[config.mk]
export PLATFORM = sky130hd
export DESIGN_NAME = fb_arbiter_flat
export DESIGN_NICKNAME = d
export VERILOG_FILES = /design/src/rtl/chip8_fb_pkg.sv /design/src/rtl/fb_arbiter_if.sv /design/src/rtl/fb_clear_engine.sv /design/src/rtl/fb_arbiter.sv /design/src/flat_wrapper.sv
export SDC_FILE = /design/constraint.sdc
export NUM_CORES = 1
export LEC_CHECK = 0
export BUFFER_PORTS_ARGS = -buffer_cell sky130_fd_sc_hd__buf_2
export CORE_MARGIN = 2
export CORE_UTILIZATION = 29
export DETAILED_ROUTE_END_ITERATION = 10
export PLACE_DENSITY_LB_ADDON = 0.3
export SLEW_MARGIN = 20
export SYNTH_ARGS = -nofsm -noshare
export SYNTH_HDL_FRONTEND = slang
export SYNTH_HIERARCHICAL = 1
export SYNTH_SLANG_ARGS = --single-unit
[constraint.sdc]
create_clock -name clk -period 3.3 [get_ports clk]
set_clock_uncertainty 0.1 [all_clocks]
set_input_delay 0.825 -clock clk [delete_from_list [all_inputs] [get_ports clk]]
set_output_delay 0.825 -clock clk [all_outputs]
set_load 0.05 [all_outputs]
[src/rtl/chip8_fb_pkg.sv]
// Shared types and default geometry for the framebuffer arbiter slice.
package chip8_fb_pkg;

    localparam int unsigned DEF_ADDR_W      = 9;
    localparam int unsigned DEF_DATA_W      = 16;
    localparam int unsigned DEF_CLEAR_WORDS = 512;

    typedef enum logic [1:0] {
        OwnNone,
        OwnDisp,
        OwnClr,
        OwnCpu
    } owner_e;

    typedef enum logic [1:0] {
        StIdle,
        StRd,
        StAck
    } cpu_state_e;

endpackage

[src/rtl/fb_arbiter_if.sv]
// Bus bundle between the framebuffer arbiter (slave) and its users plus RAM (master).
interface fb_arbiter_if #(
    parameter int unsigned ADDR_W = chip8_fb_pkg::DEF_ADDR_W,
    parameter int unsigned DATA_W = chip8_fb_pkg::DEF_DATA_W
);
    logic              disp_req;
    logic [ADDR_W-1:0] disp_addr;
    logic [DATA_W-1:0] disp_data;
    logic              cpu_req;
    logic              cpu_we;
    logic [ADDR_W-1:0] cpu_addr;
    logic [DATA_W-1:0] cpu_wdata;
    logic              cpu_ack;
    logic [DATA_W-1:0] cpu_rdata;
    logic              clr_start;
    logic              clr_busy;
    logic [ADDR_W-1:0] ram_addr;
    logic              ram_we;
    logic [DATA_W-1:0] ram_wdata;
    logic [DATA_W-1:0] ram_rdata;

    modport slave (
        input  disp_req, disp_addr, cpu_req, cpu_we, cpu_addr, cpu_wdata, clr_start, ram_rdata,
        output disp_data, cpu_ack, cpu_rdata, clr_busy, ram_addr, ram_we, ram_wdata
    );

    modport master (
        output disp_req, disp_addr, cpu_req, cpu_we, cpu_addr, cpu_wdata, clr_start, ram_rdata,
        input  disp_data, cpu_ack, cpu_rdata, clr_busy, ram_addr, ram_we, ram_wdata
    );
endinterface

[src/rtl/fb_clear_engine.sv]
// Clear sweep pointer: writes zero to 0..CLEAR_WORDS-1, one word per granted cycle.
module fb_clear_engine
    import chip8_fb_pkg::*;
#(
    parameter int unsigned ADDR_W      = DEF_ADDR_W,
    parameter int unsigned CLEAR_WORDS = DEF_CLEAR_WORDS
) (
    input  logic              clk,
    input  logic              res,
    input  logic              i_start,
    input  logic              i_gnt,
    output logic              o_busy,
    output logic [ADDR_W-1:0] o_ptr
);
    localparam logic [ADDR_W-1:0] LastPtr = ADDR_W'(CLEAR_WORDS - 1);

    logic              r_busy;
    logic [ADDR_W-1:0] r_ptr;

    // A start pulse always wins, so a restart during a granted write rewinds to 0.
    always_ff @(posedge clk or negedge res) begin
        if (!res) begin
            r_busy <= 1'b0;
            r_ptr  <= '0;
        end else if (i_start) begin
            r_busy <= 1'b1;
            r_ptr  <= '0;
        end else if (i_gnt) begin
            r_ptr <= r_ptr + ADDR_W'(1);
            if (r_ptr == LastPtr) begin
                r_busy <= 1'b0;
            end
        end
    end

    assign o_busy = r_busy;
    assign o_ptr  = r_ptr;

endmodule

[src/rtl/fb_arbiter.sv]
// Framebuffer RAM arbiter: display > clear > CPU, with a one-word display cache.
// Build option FB_CLEAR_EN enables the hardware clear engine.
module fb_arbiter
    import chip8_fb_pkg::*;
#(
    parameter int unsigned ADDR_W      = DEF_ADDR_W,
    parameter int unsigned DATA_W      = DEF_DATA_W,
    parameter int unsigned CLEAR_WORDS = DEF_CLEAR_WORDS
) (
    input  logic         clk,
    input  logic         res,
    fb_arbiter_if.slave  bus
);
    owner_e            r_owner, w_owner_d;
    cpu_state_e        r_state, w_state_d;
    logic              r_cache_vld;
    logic [ADDR_W-1:0] r_cache_addr;
    logic [DATA_W-1:0] r_disp_data;
    logic [DATA_W-1:0] r_cpu_rdata;
    logic              w_clr_busy;
    logic              w_clr_start;
    logic [ADDR_W-1:0] w_clr_ptr;
    logic              w_disp_need;
    logic              w_gnt_disp;
    logic              w_gnt_clr;
    logic              w_gnt_cpu;
    logic              w_wr_hit;

    assign w_disp_need = bus.disp_req && !(r_cache_vld && (bus.disp_addr == r_cache_addr));

    // Grants are gated by res so the RAM port shows idle values while reset is held.
    assign w_gnt_disp = res && w_disp_need;
    assign w_gnt_clr  = res && !w_disp_need && w_clr_busy;
    assign w_gnt_cpu  = res && !w_disp_need && !w_clr_busy && (r_state == StIdle) && bus.cpu_req;

`ifdef FB_CLEAR_EN
    fb_clear_engine #(
        .ADDR_W      (ADDR_W),
        .CLEAR_WORDS (CLEAR_WORDS)
    ) u_clear (
        .clk     (clk),
        .res     (res),
        .i_start (bus.clr_start),
        .i_gnt   (w_gnt_clr),
        .o_busy  (w_clr_busy),
        .o_ptr   (w_clr_ptr)
    );
    assign w_clr_start = bus.clr_start;
`else
    logic w_unused_clr;
    assign w_clr_busy   = 1'b0;
    assign w_clr_ptr    = '0;
    assign w_clr_start  = 1'b0;
    assign w_unused_clr = bus.clr_start & (CLEAR_WORDS != 0);
`endif

    always_comb begin
        bus.ram_addr  = '0;
        bus.ram_we    = 1'b0;
        bus.ram_wdata = '0;
        w_owner_d     = OwnNone;
        if (w_gnt_disp) begin
            bus.ram_addr = bus.disp_addr;
            w_owner_d    = OwnDisp;
        end else if (w_gnt_clr) begin
            bus.ram_we   = 1'b1;
            bus.ram_addr = w_clr_ptr;
            w_owner_d    = OwnClr;
        end else if (w_gnt_cpu) begin
            bus.ram_addr  = bus.cpu_addr;
            bus.ram_we    = bus.cpu_we;
            bus.ram_wdata = bus.cpu_we ? bus.cpu_wdata : '0;
            w_owner_d     = OwnCpu;
        end
    end

    assign w_wr_hit = bus.ram_we && (bus.ram_addr == r_cache_addr);

    always_comb begin
        w_state_d = r_state;
        unique case (r_state)
            StIdle:  if (w_gnt_cpu) w_state_d = bus.cpu_we ? StAck : StRd;
            StRd:    w_state_d = StAck;
            StAck:   w_state_d = StIdle;
            default: w_state_d = StIdle;
        endcase
    end

    always_ff @(posedge clk or negedge res) begin
        if (!res) begin
            r_state      <= StIdle;
            r_owner      <= OwnNone;
            r_cache_vld  <= 1'b0;
            r_cache_addr <= '0;
            r_disp_data  <= '0;
            r_cpu_rdata  <= '0;
        end else begin
            r_state <= w_state_d;
            r_owner <= w_owner_d;
            if (w_gnt_disp) begin
                r_cache_vld  <= 1'b1;
                r_cache_addr <= bus.disp_addr;
            end
            // Any write to the cached word, or a new sweep, forces the display to re-read.
            if (w_wr_hit || w_clr_start) begin
                r_cache_vld <= 1'b0;
            end
            if (r_owner == OwnDisp) begin
                r_disp_data <= bus.ram_rdata;
            end
            if ((r_state == StRd) && (r_owner == OwnCpu)) begin
                r_cpu_rdata <= bus.ram_rdata;
            end
        end
    end

    assign bus.disp_data = r_disp_data;
    assign bus.cpu_rdata = r_cpu_rdata;
    assign bus.cpu_ack   = (r_state == StAck);
    assign bus.clr_busy  = w_clr_busy;

endmodule

[src/flat_wrapper.sv]
// flat-port wrapper written by rule: the top's interface ports become plain ports
module fb_arbiter_flat import chip8_fb_pkg::*;
#(
    parameter int unsigned ADDR_W      = DEF_ADDR_W,
    parameter int unsigned DATA_W      = DEF_DATA_W,
    parameter int unsigned CLEAR_WORDS = DEF_CLEAR_WORDS
)
  (clk, res, bus_disp_req, bus_disp_addr, bus_cpu_req, bus_cpu_we, bus_cpu_addr, bus_cpu_wdata, bus_clr_start, bus_ram_rdata, bus_disp_data, bus_cpu_ack, bus_cpu_rdata, bus_clr_busy, bus_ram_addr, bus_ram_we, bus_ram_wdata);
  fb_arbiter_if #(.ADDR_W(ADDR_W), .DATA_W(DATA_W)) bus_i ();
  input  logic clk;
  input  logic res;
  input wire logic [$bits(bus_i.disp_req)-1:0] bus_disp_req;
  input wire logic [$bits(bus_i.disp_addr)-1:0] bus_disp_addr;
  input wire logic [$bits(bus_i.cpu_req)-1:0] bus_cpu_req;
  input wire logic [$bits(bus_i.cpu_we)-1:0] bus_cpu_we;
  input wire logic [$bits(bus_i.cpu_addr)-1:0] bus_cpu_addr;
  input wire logic [$bits(bus_i.cpu_wdata)-1:0] bus_cpu_wdata;
  input wire logic [$bits(bus_i.clr_start)-1:0] bus_clr_start;
  input wire logic [$bits(bus_i.ram_rdata)-1:0] bus_ram_rdata;
  output wire logic [$bits(bus_i.disp_data)-1:0] bus_disp_data;
  output wire logic [$bits(bus_i.cpu_ack)-1:0] bus_cpu_ack;
  output wire logic [$bits(bus_i.cpu_rdata)-1:0] bus_cpu_rdata;
  output wire logic [$bits(bus_i.clr_busy)-1:0] bus_clr_busy;
  output wire logic [$bits(bus_i.ram_addr)-1:0] bus_ram_addr;
  output wire logic [$bits(bus_i.ram_we)-1:0] bus_ram_we;
  output wire logic [$bits(bus_i.ram_wdata)-1:0] bus_ram_wdata;
  assign bus_i.disp_req = bus_disp_req;
  assign bus_i.disp_addr = bus_disp_addr;
  assign bus_i.cpu_req = bus_cpu_req;
  assign bus_i.cpu_we = bus_cpu_we;
  assign bus_i.cpu_addr = bus_cpu_addr;
  assign bus_i.cpu_wdata = bus_cpu_wdata;
  assign bus_i.clr_start = bus_clr_start;
  assign bus_i.ram_rdata = bus_ram_rdata;
  assign bus_disp_data = bus_i.disp_data;
  assign bus_cpu_ack = bus_i.cpu_ack;
  assign bus_cpu_rdata = bus_i.cpu_rdata;
  assign bus_clr_busy = bus_i.clr_busy;
  assign bus_ram_addr = bus_i.ram_addr;
  assign bus_ram_we = bus_i.ram_we;
  assign bus_ram_wdata = bus_i.ram_wdata;
  fb_arbiter #(.ADDR_W(ADDR_W), .DATA_W(DATA_W), .CLEAR_WORDS(CLEAR_WORDS)) u_core (.clk(clk), .res(res), .bus(bus_i));
endmodule
# Word level (Yosys, flattened, before mapping)
# Cells that the tools add are included.
word_totals:
  input_bits: 56
  reg_bits: 46
  wordCells: 39
op_classes:
  reduce_logical: 12
  muxes: 14
  n_eq_ne: 7
op_table:
  columns: ["cell", "n"]
  rows:
  - ["$mux W16", 3]
  - ["$eq A9 B9 Y1", 2]
  - ["$mux W9", 2]
  - ["$logic_and A1 B1 Y1", 8]
  - ["$mux W2", 4]
  - ["$eq A2 B1 Y1 const B", 2]
  - ["$eq A2 B2 Y1 const B", 2]
  - ["$mux W1", 4]
  - ["$pmux W2 S2", 1]
  - ["$logic_not A1 Y1", 2]
  - ["$logic_not A2 Y1", 1]
  - ["$ne A2 B1 Y1 const B", 1]
  - ["$reduce_bool A2 Y1", 1]

# Longest topological paths before layout
# Gate-level depths: netlist of run 1.
logic_depth:
  word_depth: 13
  mapped_depth: 8
  depth_no_buf: 7

# Worst setup path after synthesis of run 1
# No wires, ideal clock.
synth_timing:
  kind: "input to output"
  from: "input port bus_disp_addr[0]"
  to: "output port bus_ram_wdata[10]"
  n_path_buf: 2
  path_stages: 7
  required_ns: 2.375
  slack_ns: -0.421
  t_arrival_ns: 2.796
  path_cell_list: "xnor2_1 > nand4_1 > o41ai_4 > and3_1 > buf_2 > buf_2 > and2_1"
synth_via:
  elab_chain_cells: 10
  elab_cells_between_ends: 11
synth_rtl:
  columns: ["element", "line", "rtl"]
  rows:
  - ["from (decl)", "flat_wrapper.sv:13", "input wire logic [$bits(bus_i.disp_addr)-1:0] bus_disp_addr;"]
  - ["$eq A9 B9 Y1 (*)", "fb_arbiter.sv:29", "assign w_disp_need = bus.disp_req && !(r_cache_vld && (bus.disp_addr == r_cache_addr));"]
  - ["$logic_and A1 B1 Y1 (*)", "fb_arbiter.sv:29", null]
  - ["$logic_not A1 Y1 (*)", "fb_arbiter.sv:29", null]
  - ["$logic_and A1 B1 Y1 (*)", "fb_arbiter.sv:29", null]
  - ["$logic_not A1 Y1", null, null]
  - ["$logic_and A1 B1 Y1", null, null]
  - ["$logic_and A1 B1 Y1 (2 in a row)", "fb_arbiter.sv:34", "assign w_gnt_cpu = res && !w_disp_need && !w_clr_busy && (r_state == StIdle) && bus.cpu_req;"]
  - ["$mux W16", "fb_arbiter.sv:69", "end else if (w_gnt_cpu) begin"]
  - ["$mux W16 (*)", "fb_arbiter.sv:62", "if (w_gnt_disp) begin"]
  - ["to (decl)", "flat_wrapper.sv:26", "output wire logic [$bits(bus_i.ram_wdata)-1:0] bus_ram_wdata;"]
# Mark *: on every way between the ends. The rest lies on a longest branch, timed or not.

# Worst setup path after layout of run 1
layout_timing:
  from: "input port bus_disp_addr[1]"
  to: "output port bus_ram_wdata[2]"
# Same word-level chain as after synthesis.

==> results of run 1 <==
## sequential cells by signal, indices dropped and copies added (netlist names)
signal	count
u_core/r_cache_addr	9
u_core/r_owner	2
u_core/bus.cpu_rdata	16
u_core/bus.disp_data	16
u_core/r_state	2
u_core/r_cache_vld	1
## area by class of cell
class	instances	area share [%]
clock inverter	2	0.3872
sequential	46	32.38
clock buffer	6	2.042
timing repair buffer	141	29.22
inverter	3	0.3168
tap	99	3.485
multi-input combinational	116	32.17
## worst paths after layout
kind	from	to	slack [ps]	depth (start not counted)
worst min register to register	u_core/r_state[1]	u_core/r_state[1]	400	1
worst min-delay path	res	u_core/r_cache_addr[7]	390	2
max in group asynchronous	res	u_core/r_cache_addr[1]	2020	3
worst max register to register	u_core/r_cache_addr[4]	u_core/r_cache_vld	690	9
worst max-delay path	bus_disp_addr[1]	bus_ram_wdata[2]	9	8
min in group clk	u_core/r_state[1]	u_core/r_state[1]	400	1
## cell usage after synthesis, types with 2 or more instances
| cell type | n | share of area [%] |
|---|---|---|
| nor2_1 | 3 | 0.51 |
| o21ai_0 | 4 | 0.91 |
| a22o_1 | 2 | 0.79 |
| xor2_1 | 4 | 1.6 |
| dfrtp_1 | 46 | 52 |
| clkbuf_1 | 5 | 0.85 |
| nand2_1 | 7 | 1.2 |
| inv_1 | 3 | 0.51 |
| mux2_2 | 40 | 20 |
| xnor2_1 | 10 | 4.0 |
| nor2b_1 | 2 | 0.57 |
| nand3_1 | 2 | 0.45 |
| and2_1 | 18 | 5.1 |
| a32o_1 | 4 | 1.8 |
| buf_2 | 2 | 0.45 |
## metal layers
| layer | GRT usage [%] | up-vias | part of all wire (%) |
|---|---|---|---|
| met2 | 24.26 | 61 | 52 |
| met1 | 17.11 | 886 | 41 |
| met5 | 0 | - | 0 |
| met4 | 3.914 | 0 | 0.74 |
| met3 | 3.154 | 5 | 5.8 |
| li1 | - | 889 | - |
## power by group
part	internal, mW	switching (mW)	total [mW]
Combinational	0.223	0.372	0.595
Sequential	0.637	0.0524	0.689
Clock	0.150	0.191	0.341
Total	1.01	0.616	1.63
## repair_timing
item                                    CTS  global route
cloned                                    0             2
resized for setup                        69            22
buffers inserted                          1             1
pin swaps                                 3            14
endpoints found under the setup margin   26            26
## worst reg2reg max path, stage by stage, from the launching register on
cell	delay, ps
dfrtp_1	480
xnor2_4	220
nand3_4	110
o41a_1	460
buf_6	160
a32o_2	230
buf_4	130
xor2_1	130
nor4_1	340
a31oi_1	130
## cells by family after synthesis
group | share of synthesized area (%)
flip-flops | 52.18
AND/OR/NAND/NOR | 10.66
multiplexers | 20.42
AO/OA/AOI/OAI | 8.169
XOR/XNOR | 5.558
buffers and inverters | 2.836
other | 0.1700
==> impl_results.md, run 1 <==
- Setup TNS Final: 0 ps
- Placed insts: roughly 400
- Die area: between 0.008 and 0.009 mm^2
- Initial core utilization: between 30 and 40%
- Syn_area_per_cell: between 10 and 15 um^2
- Max_cap viols: 0
- Leakage: approximately 1.7 nW
- Clock Latency Late Sink: roughly 300 ps
- Async set-reset flop share out of synthesis: 100.0%
- Number of buffers inserted by hold repair at cts: 0
- Flip-flop and latch area: 0.001151 mm^2
- Post-synth EDFFs: 0
- Worst path max stage delay: approximately 420 ps
- DRC viols: 0
- CTS tree: yes
- Placement Cell Area: between 0.003 and 0.004 mm^2
- CORE AREA: ~0.0073 mm^2
- CP bufs+invs: 3
- GRT Util Overall: 13.87%
- Final Cell Area: 0.003555 mm^2
- Fin util: roughly 49%
- Crit Path Max Fanout: 9
- Nets: around 370
- Mapped Nets: roughly 230
- Tightest Hold Check Type: in -> async
- Post-synth top flop: dfrtp_1
- Die Ht: 91.22 um
- Pin count of the biggest net entering global routing: 36
- Synth Register Bits: 46
- Clock sinks: between 40 and 50
- DR vias/cell: 4.458
- Outcome: finished clean
- Seq/Total Area, Yosys: between 50% and 60%
- Worst setup margin: slightly above 9 ps
- Vias in the first global route: slightly below 2k
- CP Launch Type: input pin
- First-pass GRT wire length: approximately 9300 um
- Buffers added on ports: about 110
- Slowest-stage cell, CP: o41ai_4
- RD Place Congestion: approximately 0.78
- Slew @ Worst Pin: between 800 and 900 ps
- Fin cells: between 400 and 500
- Setup Crit Path Kind: in -> out
- 1st-iter DRT viols: 36
- CP arrival: around 2400 ps
- Clock-pin slew on the worst setup and hold paths: around 90 ps
- Synth Instances: between 150 and 200
- Total number of vias: 1,841
- Initial antenna violation count: 0
- Yosys cell types: 38
- Clk buf depth: 2
- Fill cells: 697
- Final Max Slew Viols: 0
- Synthesized area: 0.002206 mm^2
- Clock Tree Root: clkbuf_8
- Grt ovf: 0
- Most frequent cells in the layout: buf_2 (83), dfrtp_1 (46), mux2_2 (40)
- Multi-input gate area: 0.001144 mm^2
- Cell Rows: 31
- Fin crit period: 3291 ps
- Final HPWL DP: 4058 um
- Setup violators final: 0
- Period utilisation layout: between 90 and 100%
- Commonest non-fill, non-tap cell in the layout: buf_2
- Num CTS Buffers: 5
- IO Count: roughly 120
- Final hold viol count: 0
- Detailed Route WL: 5514 um
- Die extent in x: slightly above 90 um
- WHS: 394.2 ps
- Slew headroom: between 40% and 50%
- H-tree depth: 2
- Worst Setup End Kind: primary output
- Top delay family on crit path: simple AND/OR/NAND/NOR gates
- Share of layout cells above drive strength 1: a little under three quarters
- Maximum VDD drop: ~0.18 mV
- Unrepaired setup endpoints after global routing: true
- Dpl ws: -200.1 ps
- Power, Total: approximately 1.6 mW
- Pre-antenna DRT Iters: 4
- Final ANT Viol Nets: 0
- Synth warn: 6
- Ant. Diodes: 0
- Max Clk Rate: between 300 and 400 MHz
- Synth-to-Final Area Change: 61.15%
- Crit path cell chain: buf_2 > xnor2_2 > nand2_1 > o41ai_4 > and3_4 > buf_12 > and2_4 > buf_8
- PD cells: ~460 mW/mm^2
- DR WL/cell: between 10 and 15 um
- Critical Path RT: around 2400 ps
(Power assumes the default switching activity.)
==> run 2, diff against run 1 <==
--- a/config.mk
+++ b/config.mk
@@ -7,8 +7,9 @@
 export LEC_CHECK = 0
 export BUFFER_PORTS_ARGS = -buffer_cell sky130_fd_sc_hd__buf_2
 export CORE_MARGIN = 2
-export CORE_UTILIZATION = 29
+export CORE_UTILIZATION = 45
 export DETAILED_ROUTE_END_ITERATION = 10
+export MAX_ROUTING_LAYER = met4
 export PLACE_DENSITY_LB_ADDON = 0.3
 export SLEW_MARGIN = 20
 export SYNTH_ARGS = -nofsm -noshare
==> constraint.sdc (replaced) <==
create_clock -name clk -period 3.55 [get_ports clk]
set_clock_uncertainty 0.1 [all_clocks]
set_input_delay 0.8875 -clock clk [delete_from_list [all_inputs] [get_ports clk]]
set_output_delay 0.8875 -clock clk [all_outputs]
set_load 0.05 [all_outputs]
==> impl_results.md, run 2 (same netlist as run 1, synthesis figures left out) <==
- Maximum VDD drop: 0.2923 mV (was 0.1772 mV)
- CTS tree: yes (unchanged)
- IO Count: 116 (unchanged)
- Max_cap viols: 0 (unchanged)
- Worst Hold Depth: 1
- DR WL/cell: 13.79 um (was 13.35 um)
- Critical Path RT: 2560 ps (was 2370 ps)
- Outcome: finished clean (unchanged)
- Num CTS Buffers: 5 (unchanged)
- Detailed Route WL: 5019 um (was 5514 um)
- Die extent in x: 74.02 um (was 91.22 um)
- Slew @ Worst Pin: 926.5 ps (was 869.7 ps)
- Slew headroom: 37.91% (was 42.02%)
- RD Place Congestion: 0.7630 (was 0.7751)
- Clock-pin slew on the worst setup and hold paths: 80 ps (was 90 ps)
- Pre-antenna DRT Iters: 4 (unchanged)
- Final hold viol count: 0 (unchanged)
- Clock Latency Late Sink: 280 ps (was 300 ps)
- Clock sinks: 46 (unchanged)
- Number of buffers inserted by hold repair at cts: 0 (unchanged)
- Share of layout cells above drive strength 1: 66.67% (was 71.02%)
- Initial core utilization: 46.70% (was 30.25%)
- Placement Cell Area: 0.002897 mm^2 (was 0.003069 mm^2)
- Final Max Slew Viols: 0 (unchanged)
- Unrepaired setup endpoints after global routing: true (unchanged)
- CORE AREA: 0.004723 mm^2 (was 0.007292 mm^2)
- PD cells: 443.7 mW/mm^2 (was 457.2 mW/mm^2)
- Post-CTS Setup Bufs: 0 (was 1)
- GRT Util Overall: 17.10% (was 13.87%)
- Fin crit period: ~3500 ps
- Setup Crit Path Kind: in -> out (unchanged)
- Period utilisation layout: around 99%
- DR vias/cell: 4.863 (was 4.458)
- Nets: 352 (was 369)
- Vias in the first global route: 1,623 (was 1,934)
- Max Clk Rate: 285.8 MHz
- Clk buf depth: 2 (unchanged)
- Initial antenna violation count: 0 (unchanged)
- Synth-to-Final Area Change: 50.54% (was 61.15%)
- Leakage: 1.602 nW (was 1.732 nW)
- H-tree depth: 2 (unchanged)
- DRC viols: 0 (unchanged)
- Grt ovf: 0 (unchanged)
- First-pass GRT wire length: 7113 um (was 9328 um)
- Worst Setup End Kind: primary output (unchanged)
- R2r worst-path depth: 7 (was 9)
- Total number of vias: 1,770 (was 1,841)
- Fill cells: 353 (was 697)
- Clock Tree Root: clkbuf_8 (unchanged)
- Final Cell Area: 0.003321 mm^2 (was 0.003555 mm^2)
- Pin count of the biggest net entering global routing: 28 (was 36)
- CP Launch Type: input pin (unchanged)
- Final ANT Viol Nets: 0 (unchanged)
- Commonest non-fill, non-tap cell in the layout: buf_2 (unchanged)
- 1st-iter DRT viols: 42 (was 36)
- Buffers added on ports: 113 (unchanged)
- Ant. Diodes: 0 (unchanged)
- Die Ht: 74.02 um (was 91.22 um)
- CP arrival: 2510 ps (was 2370 ps)
- Final HPWL DP: 3704 um (was 4058 um)
- Tightest Hold Check Type: reg -> reg (was in -> async)
- Cell Rows: 25 (was 31)
- Most frequent cells in the layout: buf_2 (90), dfrtp_1 (46), mux2_2 (40) (was buf_2 (83), dfrtp_1 (46), mux2_2 (40))
- Setup violators final: 0 (unchanged)
- Setup TNS Final: 0 ps (unchanged)
- Die area: 0.005478 mm^2 (was 0.008320 mm^2)
- Crit Path Max Fanout: 5 (was 9)
run 2: cell types whose count changed in the layout (fill, tap and decap cells not counted), moves of 2 or more:
cell	previous run	this run
and2_2	5	0
xnor2_1	3	6
a22o_2	2	0
and2_4	11	17
a22o_1	0	2
buf_8	12	14
a32o_2	5	1
clkinvlp_4	0	2
buf_6	18	8
buf_4	26	9
a32o_1	0	4
xnor2_2	4	2
buf_2	83	90
run 2: what timing repair did:
| item | in CTS | in global routing |
|---|---|---|
| pin swaps | 0 | 15 |
| endpoints found under the hold margin | 0 | 0 |
| gates cloned | 0 | 3 |
| gates resized for setup | 17 | 61 |
| setup endpoints to repair | 23 | 24 |
run 2: area by class of cell:
type                            instances  area (um^2)  area share (%)
Clock buffer                            5        68.82           2.072
Clock inverter                          3        23.77          0.7159
Inverter                                3        11.26          0.3391
Multi-Input combinational cell        116         1094           32.93
Sequential cell                        46         1151           34.66
Tap cell                               67        83.83           2.524
Timing Repair Buffer                  124        888.4           26.75
run 2: path summary, 6_finish.rpt:
check	slack [ps]	end	from
max reg2reg	950	u_core/r_cache_vld	u_core/r_cache_addr[5]
min reg2reg	400	u_core/bus.cpu_rdata[14]	u_core/bus.cpu_rdata[14]
min	400	u_core/bus.cpu_rdata[14]	u_core/bus.cpu_rdata[14]
max in group asynchronous	2550	u_core/bus.disp_data[15]	res
max	50	bus_ram_wdata[11]	bus_disp_addr[0]
min in group asynchronous	530	u_core/bus.disp_data[4]	res
run 2: power breakdown:
part	internal (mW)	switching, mW	leakage [nW]
logic	0.184	0.338	1.02
clock network	0.141	0.174	0.0408
registers	0.592	0.0455	0.541
run 2: critical path: stages:
cell	delay, ps
buf_8	110
xnor2_4	130
nand4_1	190
o41ai_4	450
and3_4	320
clkbuf_16	150
and2_4	140
buf_8	140
run 2: per-stage QoR:
step | hold WS [ps] | setup WS, ps | utilization, % | power, mW | std cells
after floorplan | 329.8 | 22.88 | - | 0.9992 | 175
after global placement | 354.1 | -25.59 | 61.32 | 1.130 | 353
after detailed placement | 378.3 | -39.01 | 61.32 | 1.138 | 353
after CTS | 393.1 | 0.3986 | 64.16 | 1.460 | 361
after global routing | 413.4 | -31.02 | 70.30 | 1.547 | 364
final | 403.4 | 51.02 | 70.30 | 1.473 | 364
run 2: routing by layer:
layer,track usage (%),wire [um],vias up
met5,-,0,-
met4,3.030,38,0
met3,3.388,303,4
met2,29.27,2671,58
met1,21.34,2005,852
li1,-,-,856
==> run 3, diff against run 2 <==
--- a/config.mk
+++ b/config.mk
@@ -5,9 +5,10 @@
 export SDC_FILE = /design/constraint.sdc
 export NUM_CORES = 1
 export LEC_CHECK = 0
+export ABC_AREA = 1
 export BUFFER_PORTS_ARGS = -buffer_cell sky130_fd_sc_hd__buf_2
 export CORE_MARGIN = 2
-export CORE_UTILIZATION = 45
+export CORE_UTILIZATION = 35
 export DETAILED_ROUTE_END_ITERATION = 10
 export MAX_ROUTING_LAYER = met4
 export PLACE_DENSITY_LB_ADDON = 0.3
==> impl_results.md, run 3 <==
- Maximum VDD drop: 0.2686 mV (was 0.2923 mV)
- PD cells: 480.4 mW/mm^2 (was 443.7 mW/mm^2)
- Post-synth top flop: dfrtp_1 (unchanged)
- Die Ht: 85.48 um (was 74.02 um)
- Grt ovf: 0 (unchanged)
- Worst setup margin: 217.5 ps (was 51.02 ps)
- Fill cells: 666 (was 353)
- Synth Instances: 314 (was 175)
- Placement Cell Area: 0.002967 mm^2 (was 0.002897 mm^2)
- Nets: 483 (was 352)
- Setup crit end: bus_ram_wdata[12] (was bus_ram_wdata[11])
- Clk buf depth: 2 (unchanged)
- Most frequent cells in the layout: buf_2 (113), nand2_1 (100), dfrtp_1 (46) (was buf_2 (90), dfrtp_1 (46), mux2_2 (40))
- Outcome: finished clean (unchanged)
- CP Launch Type: input pin (unchanged)
- Buffers added on ports: 113 (unchanged)
- Async set-reset flop share out of synthesis: 100.0% (unchanged)
- Unrepaired setup endpoints after global routing: false (was true)
- Seq/Total Area, Yosys: 49.54% (was 52.18%)
- Final Max Slew Viols: 0 (unchanged)
- Die extent in x: 85.48 um (was 74.02 um)
- WHS: 387.1 ps (was 403.4 ps)
- R2r worst-path depth: 15 (was 7)
- Synth-to-Final Area Change: 32.42% (was 50.54%)
- DR vias/cell: 4.717 (was 4.863)
- CP arrival: 2340 ps (was 2510 ps)
- Post-CTS sizing: 0 (was 17)
- Cell Rows: 29 (was 25)
- Final HPWL DP: 4326 um (was 3704 um)
- Pin count of the biggest net entering global routing: 38 (was 28)
- Mapped Nets: 370 (was 231)
- DR WL/cell: 11.54 um (was 13.79 um)
- Final ANT Viol Nets: 0 (unchanged)
- H-tree depth: 2 (unchanged)
- Worst Setup End Kind: primary output (unchanged)
- Setup TNS Final: 0 ps (unchanged)
- Yosys cell types: 22 (was 38)
- CORE AREA: 0.006386 mm^2 (was 0.004723 mm^2)
- Fin crit period: 3332 ps (was 3499 ps)
- Post-synth EDFFs: 0 (unchanged)
- Post-CTS Setup Bufs: 0 (unchanged)
- RD Place Congestion: 0.8307 (was 0.7630)
- Power, Total: 1.478 mW (was 1.473 mW)
- Initial antenna violation count: 0 (unchanged)
- Clock sinks: 46 (unchanged)
- Initial core utilization: 36.38% (was 46.70%)
- Top cells by count, synth: nand2_1 (100), dfrtp_1 (46), o21ai_0 (41) (was dfrtp_1 (46), mux2_2 (40), and2_1 (18))
- Worst R2R End: u_core/r_cache_vld (unchanged)
- Top-count cell post-synth: nand2_1 (was dfrtp_1)
- Hold wc startpoint: u_core/bus.disp_data[3] (was u_core/bus.cpu_rdata[14])
- Critical Path RT: 2560 ps (about the same)
- Setup Crit Path Kind: in -> out (unchanged)
- GRT Util Overall: 17.19% (was 17.10%)
- Synthesized area: 0.002323 mm^2 (was 0.002206 mm^2)
- Final Cell Area: 0.003077 mm^2 (was 0.003321 mm^2)
- Synth Register Bits: 46 (unchanged)
- Clock-pin slew on the worst setup and hold paths: 90 ps (was 80 ps)
- Clock Latency Late Sink: 290 ps (was 280 ps)
- Leakage: 1.799 nW (was 1.602 nW)
- Period utilisation layout: 93.87% (was 98.56%)
- Detailed Route WL: 5827 um (was 5019 um)
- Synth area leaders: dfrtp_1 (50%), nand2_1 (16%), o21ai_0 (8.8%), inv_1 (6.1%), nor2_1 (4.8%) (was dfrtp_1 (52%), mux2_2 (20%), and2_1 (5.1%), xnor2_1 (4.0%), a32o_1 (1.8%))
- DRC viols: 0 (unchanged)
- R2R Path Start: u_core/r_cache_addr[6] (was u_core/r_cache_addr[5])
- Max Clk Rate: 300.1 MHz (was 285.8 MHz)
- Die area: 0.007306 mm^2 (was 0.005478 mm^2)
- Synth area leader: dfrtp_1 (unchanged)
- Crit Path Max Fanout: 10 (was 5)
- Ant. Diodes: 0 (unchanged)
- CTS tree: yes (unchanged)
- Slew @ Worst Pin: 917.6 ps (was 926.5 ps)
- Clock Tree Root: clkbuf_8 (unchanged)
- Synth warn: 6 (unchanged)
- Number of buffers inserted by hold repair at cts: 0 (unchanged)
- Dpl ws: 223.5 ps (was -39.01 ps)
- Max_cap viols: 0 (unchanged)
- Syn_area_per_cell: 7.400 um^2 (was 12.60 um^2)
- IO Count: 116 (unchanged)
- Tightest Hold Check Type: reg -> reg (unchanged)
- Slew headroom: 38.68% (was 37.91%)
- Yosys top cell area share: 49.54% (was 52.18%)
- Pre-antenna DRT Iters: 4 (unchanged)
- Final hold viol count: 0 (unchanged)
- Share of layout cells above drive strength 1: 32.24% (was 66.67%)
- First-pass GRT wire length: 9963 um (was 7113 um)
- Num CTS Buffers: 5 (unchanged)
- Commonest non-fill, non-tap cell in the layout: buf_2 (unchanged)
- Vias in the first global route: 2,253 (was 1,623)
- Reg-to-reg setup timing slack: 1620 ps (was 950 ps)
- Setup violators final: 0 (unchanged)
- Crit path launch: bus_disp_addr[5] (was bus_disp_addr[0])
- Total number of vias: 2,382 (was 1,770)
- 1st-iter DRT viols: 94 (was 42)
[run 3: cell count changes in the layout (fill, tap and decap cells not counted), moves of 5 or more]
cell	delta
nor2_1	+27
and2_4	-17
nand3_1	+19
xnor2_1	-6
o21ai_0	+37
nand4_1	+9
buf_2	+23
nand2_2	+5
buf_8	-14
inv_1	+35
nand2_1	+93
buf_6	-8
mux2_2	-40
[run 3: worst max-delay path, stage by stage]
cell	delay (ps)
buf_2	110
inv_1	40
nand2_1	60
nand2_1	50
nor2_1	80
nand2_1	70
nor2_2	90
nand2_2	70
nand2_4	130
nand2_1	170
buf_4	210
nor2_1	100
buf_2	270
[run 3: metal layers]
metal | global-route usage [%] | wire length, um | part of all wire (%) | up-vias
met5 | - | 0 | 0 | -
met4 | 5.628 | 59 | 1.0 | 0
met3 | 2.821 | 362 | 6.2 | 6
met2 | 28.55 | 2925 | 50 | 81
met1 | 21.35 | 2480 | 43 | 1088
li1 | - | - | - | 1207
[run 3: through the flow]
stage,std cells,util (%)
final,505,48.18
after detailed placement,497,46.45
after CTS,505,48.18
after floorplan,314,-
after global routing,505,48.18
after global placement,497,46.45
[run 3: worst min path at each step]
stage                               to  slack, ps  cells past startpoint
2_1_floorplan       u_core/r_cache_vld        370                      2
3_3_place_gp   u_core/bus.cpu_rdata[7]        360                      2
3_5_place_dp   u_core/bus.cpu_rdata[8]        370                      2
4_1_cts        u_core/bus.cpu_rdata[8]        390                      2
5_1_grt        u_core/bus.cpu_rdata[9]        420                      2
6_report       u_core/bus.disp_data[3]        390                      2
[run 3: power breakdown]
part / internal, mW / switching [mW]
registers: 0.587 / 0.0364
clock network: 0.210 / 0.177
logic: 0.117 / 0.350
[run 3: area by class of cell]
cell class              instances  area (um^2)  share of cell area, %
multi-input cells             215        954.7                  31.03
repair buffers                120        618.1                  20.09
inverters                      39        146.4                  4.758
flip-flops and latches         46         1151                  37.41
clock inverters                 2        37.54                  1.220
clock buffers                   6        72.57                  2.359
well taps                      77        96.34                  3.131
[run 3: logic make-up (layout without fill, tap and decap cells)]
kind of cell | Yosys count | count (layout) | synth area share, %
other | 1 | 1 | 0.1614
AND/OR/NAND/NOR | 171 | 171 | 31.56
buffers and inverters | 53 | 167 | 9.370
AO/OA/AOI/OAI | 43 | 43 | 9.370
flip-flops | 46 | 46 | 49.54
